## src/rtl/ln_row_collector.sv

```systemverilog
// ---------------------------------------------------------------------------
// ln_row_collector
//
// Gathers BEATS consecutive beats from the layernorm output stream into one
// full row. The assembled row is presented downstream with a valid/ready
// handshake. A running count of rows handed off is kept.
//
// The datapath is a row buffer of BEATS slots. Each accepted beat is written
// into the slot selected by beat_cnt. A two-state FSM alternates between
// COLLECT, which fills the buffer, and HOLD, which presents the row. Input
// and output are never accepted in the same cycle, so there is no bypass
// path. A row therefore costs at least BEATS+1 cycles.
//
// Optional feature (macro LN_COLLECT_SAT_EN):
//   When defined, each int8 lane of an accepted beat is clamped to
//   [-127,127] before it is stored. Only 0x80 changes; it becomes 0x81.
//   When the macro is undefined, lanes are stored bit-exact.
//
// Ports
//   clk        in   system clock, rising edge
//   rst        in   synchronous active-high reset
//   in_valid   in   beat valid (layernorm data_out_valid)
//   in_ready   out  beat ready (layernorm data_out_ready)
//   in_data    in   one beat, signed int8 lane i at [8i+7:8i]
//   clear      in   synchronous abort; discards any partial or held row
//   row_valid  out  assembled row available
//   row_ready  in   downstream accepts row
//   row_data   out  assembled row, beat k at [k*DATA_W +: DATA_W]
//   row_cnt    out  rows handed off since reset (wraps)
//   busy       out  partial row in flight, or row held
// ---------------------------------------------------------------------------

// Per-lane store conditioning. This is pure combinational logic, one
// instance per int8 lane.
module ln_lane_sat (
  input  logic [7:0] lane_i,
  output logic [7:0] lane_o
);
`ifdef LN_COLLECT_SAT_EN
  // -128 is the only int8 value outside [-127,127].
  assign lane_o = (lane_i == 8'h80) ? 8'h81 : lane_i;
`else
  assign lane_o = lane_i;
`endif
endmodule

module ln_row_collector #(
  parameter int DATA_W = 256,
  parameter int BEATS  = 4,
  parameter int CNT_W  = 16
) (
  input  logic                    clk,
  input  logic                    rst,
  input  logic                    in_valid,
  output logic                    in_ready,
  input  logic [DATA_W-1:0]       in_data,
  input  logic                    clear,
  output logic                    row_valid,
  input  logic                    row_ready,
  output logic [DATA_W*BEATS-1:0] row_data,
  output logic [CNT_W-1:0]        row_cnt,
  output logic                    busy
);

  localparam int NUM_LANES = DATA_W / 8;
  // At least one bit wide, so that BEATS == 1 still gives a legal counter.
  localparam int CW = (BEATS > 1) ? $clog2(BEATS) : 1;
  localparam logic [CW-1:0] LAST_BEAT = CW'(BEATS - 1);

  typedef enum logic {COLLECT = 1'b0, HOLD = 1'b1} state_e;

  state_e                         state_q, state_d;
  logic [CW-1:0]                  beat_cnt_q, beat_cnt_d;
  logic [CNT_W-1:0]               row_cnt_q, row_cnt_d;
  logic [BEATS-1:0][DATA_W-1:0]   row_q;
  logic [DATA_W-1:0]              beat_st;
  logic                           beat_we;

  // Lane conditioning applied on the way into the row buffer.
  for (genvar g = 0; g < NUM_LANES; g++) begin : g_lane
    ln_lane_sat u_sat (
      .lane_i (in_data[8*g +: 8]),
      .lane_o (beat_st[8*g +: 8])
    );
  end

  // Next-state and handshake outputs.
  always_comb begin
    state_d    = state_q;
    beat_cnt_d = beat_cnt_q;
    row_cnt_d  = row_cnt_q;
    beat_we    = 1'b0;
    in_ready   = 1'b0;
    row_valid  = 1'b0;
    unique case (state_q)
      COLLECT: begin
        in_ready = 1'b1;
        if (clear) begin
          // Abort: the partial row and this cycle's beat are both dropped.
          beat_cnt_d = '0;
        end else if (in_valid) begin
          beat_we = 1'b1;
          if (beat_cnt_q == LAST_BEAT) begin
            beat_cnt_d = '0;
            state_d    = HOLD;
          end else begin
            beat_cnt_d = beat_cnt_q + CW'(1);
          end
        end
      end
      HOLD: begin
        row_valid = 1'b1;
        // clear wins over the row handshake, so a dropped row is not counted.
        if (clear) begin
          state_d = COLLECT;
        end else if (row_ready) begin
          row_cnt_d = row_cnt_q + CNT_W'(1);
          state_d   = COLLECT;
        end
      end
      default: state_d = COLLECT;
    endcase
  end

  always_ff @(posedge clk) begin
    if (rst) begin
      state_q    <= COLLECT;
      beat_cnt_q <= '0;
      row_cnt_q  <= '0;
    end else begin
      state_q    <= state_d;
      beat_cnt_q <= beat_cnt_d;
      row_cnt_q  <= row_cnt_d;
    end
  end

  // Row buffer. A slot is written only while collecting, so its contents
  // stay frozen for the whole HOLD phase.
  always_ff @(posedge clk) begin
    if (rst) begin
      row_q <= '0;
    end else if (beat_we) begin
      row_q[beat_cnt_q] <= beat_st;
    end
  end

  assign row_data = row_q;
  assign row_cnt  = row_cnt_q;
  assign busy     = (beat_cnt_q != '0) || (state_q == HOLD);

endmodule
```

## config.mk

```make
export PLATFORM = sky130hd
export DESIGN_NAME = ln_row_collector
export DESIGN_NICKNAME = d
export VERILOG_FILES = /design/src/rtl/ln_row_collector.sv
export SDC_FILE = /design/constraint.sdc
export NUM_CORES = 2
export LEC_CHECK = 0
export CAP_MARGIN = 40
export CORE_AREA = 2 2 502 504
export CTS_BUF_LIST = sky130_fd_sc_hd__clkbuf_4
export CTS_CLUSTER_DIAMETER = 60
export DETAILED_ROUTE_END_ITERATION = 10
export DIE_AREA = 0 0 504 506
export PLACE_DENSITY = 0.34
export SLEW_MARGIN = 10
export SYNTH_ARGS = -nofsm -noshare
export SYNTH_HDL_FRONTEND = slang
export SYNTH_SLANG_ARGS = --single-unit
```

## constraint.sdc

```tcl
create_clock -name clk -period 1.7 [get_ports clk]
set_input_delay 0.34 -clock clk [delete_from_list [all_inputs] [get_ports clk]]
set_output_delay 0.34 -clock clk [all_outputs]
set_load 0.02 [all_outputs]
```

==> results.py <==
metrics = {
    "drt": {
        "drt-pass1-iter-count": 5,
        "wl_per_cell_um": 22.27,
        "dr.first_iter.drc_count": 2246,
        "drtAntennaViolNets": 0,
        "drcViolationCount": 0,
        "avgViaCountPerCell": 3.912,
        "wirelength_mm": 225.8,
        "num_vias": 39652,
    },
    "synthesis": {
        "netlist_instances": 4551,
        "synthAdderAreaFrac": 0.001734,
        "synthFlopType": "dfxtp_1",
        "synth_top_family_by_area": "simple AND/OR/NAND/NOR gates",
        "synth_compound_area_frac": 0.1443,
        "muxShareOfSynthArea": 0.0005897,
        "synthTopCellsByArea": "dfxtp_1 (58%), nand2_1 (21%), a21oi_1 (14%)",
        "synth_area_sq_um": 36070,
        "synth_nets": 4817,
        "synth_area_leader_cell": "dfxtp_1",
        "synthXorXnorAreaFrac": 0.002185,
        "seq_area_frac_synth": 0.5788,
        "yosys_warnings": 0,
        "yosysUniqueCellTypes": 34,
        "avgSynthCellArea_sq_um": 7.926,
        "yosysTopAreaCellShare": 0.5788,
        "synth_edf_count": 0,
        "synth_seq_cells": 1043,
        "synthSimpleGateAreaFrac": 0.2220,
        "async_flop_share": 0,
    },
    "min_path": {
        "min_from": "in_data[46]",
        "hp-class": "in2reg",
    },
    "sta": {
        "timing.slew.headroom": 0.5318,
        "drv_slew": 0,
        "fin_ws_ps": -788.1,
        "tightest_slew_ps": 702.3,
        "fin_skew_ps": 122.0,
        "min_period_ps": 2488,
        "setup_viol": 1959,
        "rsz0062_at_grt": "yes",
        "min_period_over_period": 1.464,
        "hold_viol_final": 0,
        "fmax_mhz": 401.9,
    },
    "global_route": {
        "grt_pass1_vias": 38787,
        "grt_max_degree": 104,
        "grt.overflow.total": 0,
        "antenna_found_initial": 13,
        "grt_pass1_wl_mm": 307.7,
        "track_usage": 0.1687,
    },
    "critical_path": {
        "reg2reg_depth": 9,
        "crit_end": "busy",
        "crit_start": "beat_cnt_q[0]",
        "worstSetupPathType": "reg2out",
        "r2r_slack_ps": -390,
        "worst_setup_path_end_kind": "primary output",
        "start_kind": "flop",
        "cp.arrival_ps": 2150,
        "crit_fanout": 3,
        "cp_data_required_time_ps": 1360,
        "r2r-start": "beat_cnt_q[0]",
        "rr_endpoint": "row_data[6]",
    },
    "clocking": {
        "clkSlewWorstSetupHoldPaths_ps": 60,
        "cts_root_buf": "clkbuf_4",
        "clk_latency_ps": 1290,
        "cts_buffer_depth": 4,
        "cts_buffers": 342,
        "cts_tree": "yes",
        "cts.sinks": 1043,
        "cts-htree-levels": 5,
    },
    "floorplan": {
        "ios": 1304,
        "fp.coreArea_sq_um": 250000,
        "initial_core_util": 0.1443,
        "die_y_um": 506,
        "dieArea_sq_um": 255000,
        "rows": 184,
        "die_w_um": 504,
    },
    "status": {
        "status": "complete, but fails checks",
        "violations": "setup timing",
    },
    "finish": {
        "fillers": 27551,
        "mostFrequentLayoutCells": "nand2_1 (2054), a21oi_1 (1030), buf_6 (993)",
        "finish.utilization": 0.2634,
        "mostFrequentLayoutCell": "nand2_1",
        "nets": 6854,
        "syn_to_final_growth_pct": 82.53,
        "layout.cells.non_filler": 10136,
        "drive_gt1_frac": 0.4488,
    },
    "placement": {
        "placed_cells": 9153,
        "io_buffers": 1303,
        "dp_hpwl_mm": 168.0,
        "gp_congestion": 0.8016,
    },
    "pwr": {
        "p_leak_uw": 0.02529,
        "irDropWorstVdd_uv": 433.3,
        "pwr_density_cell_nw_per_um2": 851.9,
    },
    "flow_run": {
        "cap_viol_max_count": 0,
    },
}
==> cell families after synthesis <==
logic type,after synthesis
DFF,1043
adders and majority gates,5
AOI/OAI and AO/OA,1038
muxes,2
and+or+nand+nor,2104
xor gates and xnor gates,9
buffers and inverters,350
==> cell type report <==
type,instances,area [sq um],area share
clock inverters,55,340.3,0.005169
repair buffers,2039,21990,0.3340
diodes,10,25.02,0.0003801
multi-input cells,3158,13420,0.2039
well taps,3348,4189,0.06362
inverters,4,17.52,0.0002660
clock buffers,479,3596,0.05461
flip-flops and latches,1043,22260,0.3380
==> sequential cells by signal, indices dropped and copies added (netlist names) <==
name        cells
beat_cnt_q      2
row_cnt        16
row_data     1024
state_q         1
==> how the worst min path moves through the flow <==
stage                     depth (start not counted)            end  slack [ps]
after global placement                            2  row_data[427]         440
after detailed placement                          2  row_data[463]         450
after floorplan                                   2    row_data[0]         480
final                                             4  row_data[814]         210
after CTS                                         4  row_data[814]           5
after global routing                              4   row_data[68]          70
==> power by group <==
group | total [uW] | internal (uW) | switching [uW]
combinational | 5480 | 2420 | 3050
sequential | 25100 | 24800 | 297
clock | 25500 | 13300 | 12100
==> what timing repair did <==
| action | in CTS | in global routing |
|---|---|---|
| gates resized for setup | 4670 | 2775 |
| pin swaps | 1 | 1 |
| hold buffers | 265 | 0 |
| setup endpoints to repair | 1587 | 2063 |
| hold endpoints to repair | 1043 | 0 |
| setup buffers | 57 | 120 |
==> synthesized netlist by cell type, types with 4 or more instances <==
library cell  instances
nand2_1            2057
dfxtp_1            1043
a21oi_1            1030
clkbuf_1            145
buf_2               101
buf_4                95
nor2_1               16
ha_1                  5
nand4_1               5
o21ai_0               5
or3_1                 5
xnor2_1               5
and2_1                4
inv_1                 4
xor2_1                4
==> worst max-delay path, stage by stage (launching register included) <==
cell and delay (ps):
dfxtp_2 320, inv_2 80, ha_4 160, nand2b_4 60
buf_6 110, buf_6 120
==> through the flow <==
stage	setup WS [ps]	TNS (ps)	hold WS [ps]	cell area, sq um	total power [uW]
after floorplan	0.3160	0	476.0	36080	27130
after global placement	-694.8	-504200	440.9	55150	30470
after detailed placement	-718.9	-531970	445.5	55150	30460
after CTS	-990.3	-830350	5.105	63100	57180
after global routing	-1002	-838870	72.08	65840	59130
final	-788.1	-518720	213.4	65840	56090
==> metal layers <==
metal	track usage	share of wire	vias to the layer above
li1	-	-	18868
met1	0.1951	0.40	18897
met2	0.2752	0.46	1553
met3	0.07700	0.10	326
met4	0.05560	0.030	8
met5	0	0.00025	-
No activity file was read; power rests on OpenSTA's default activity.
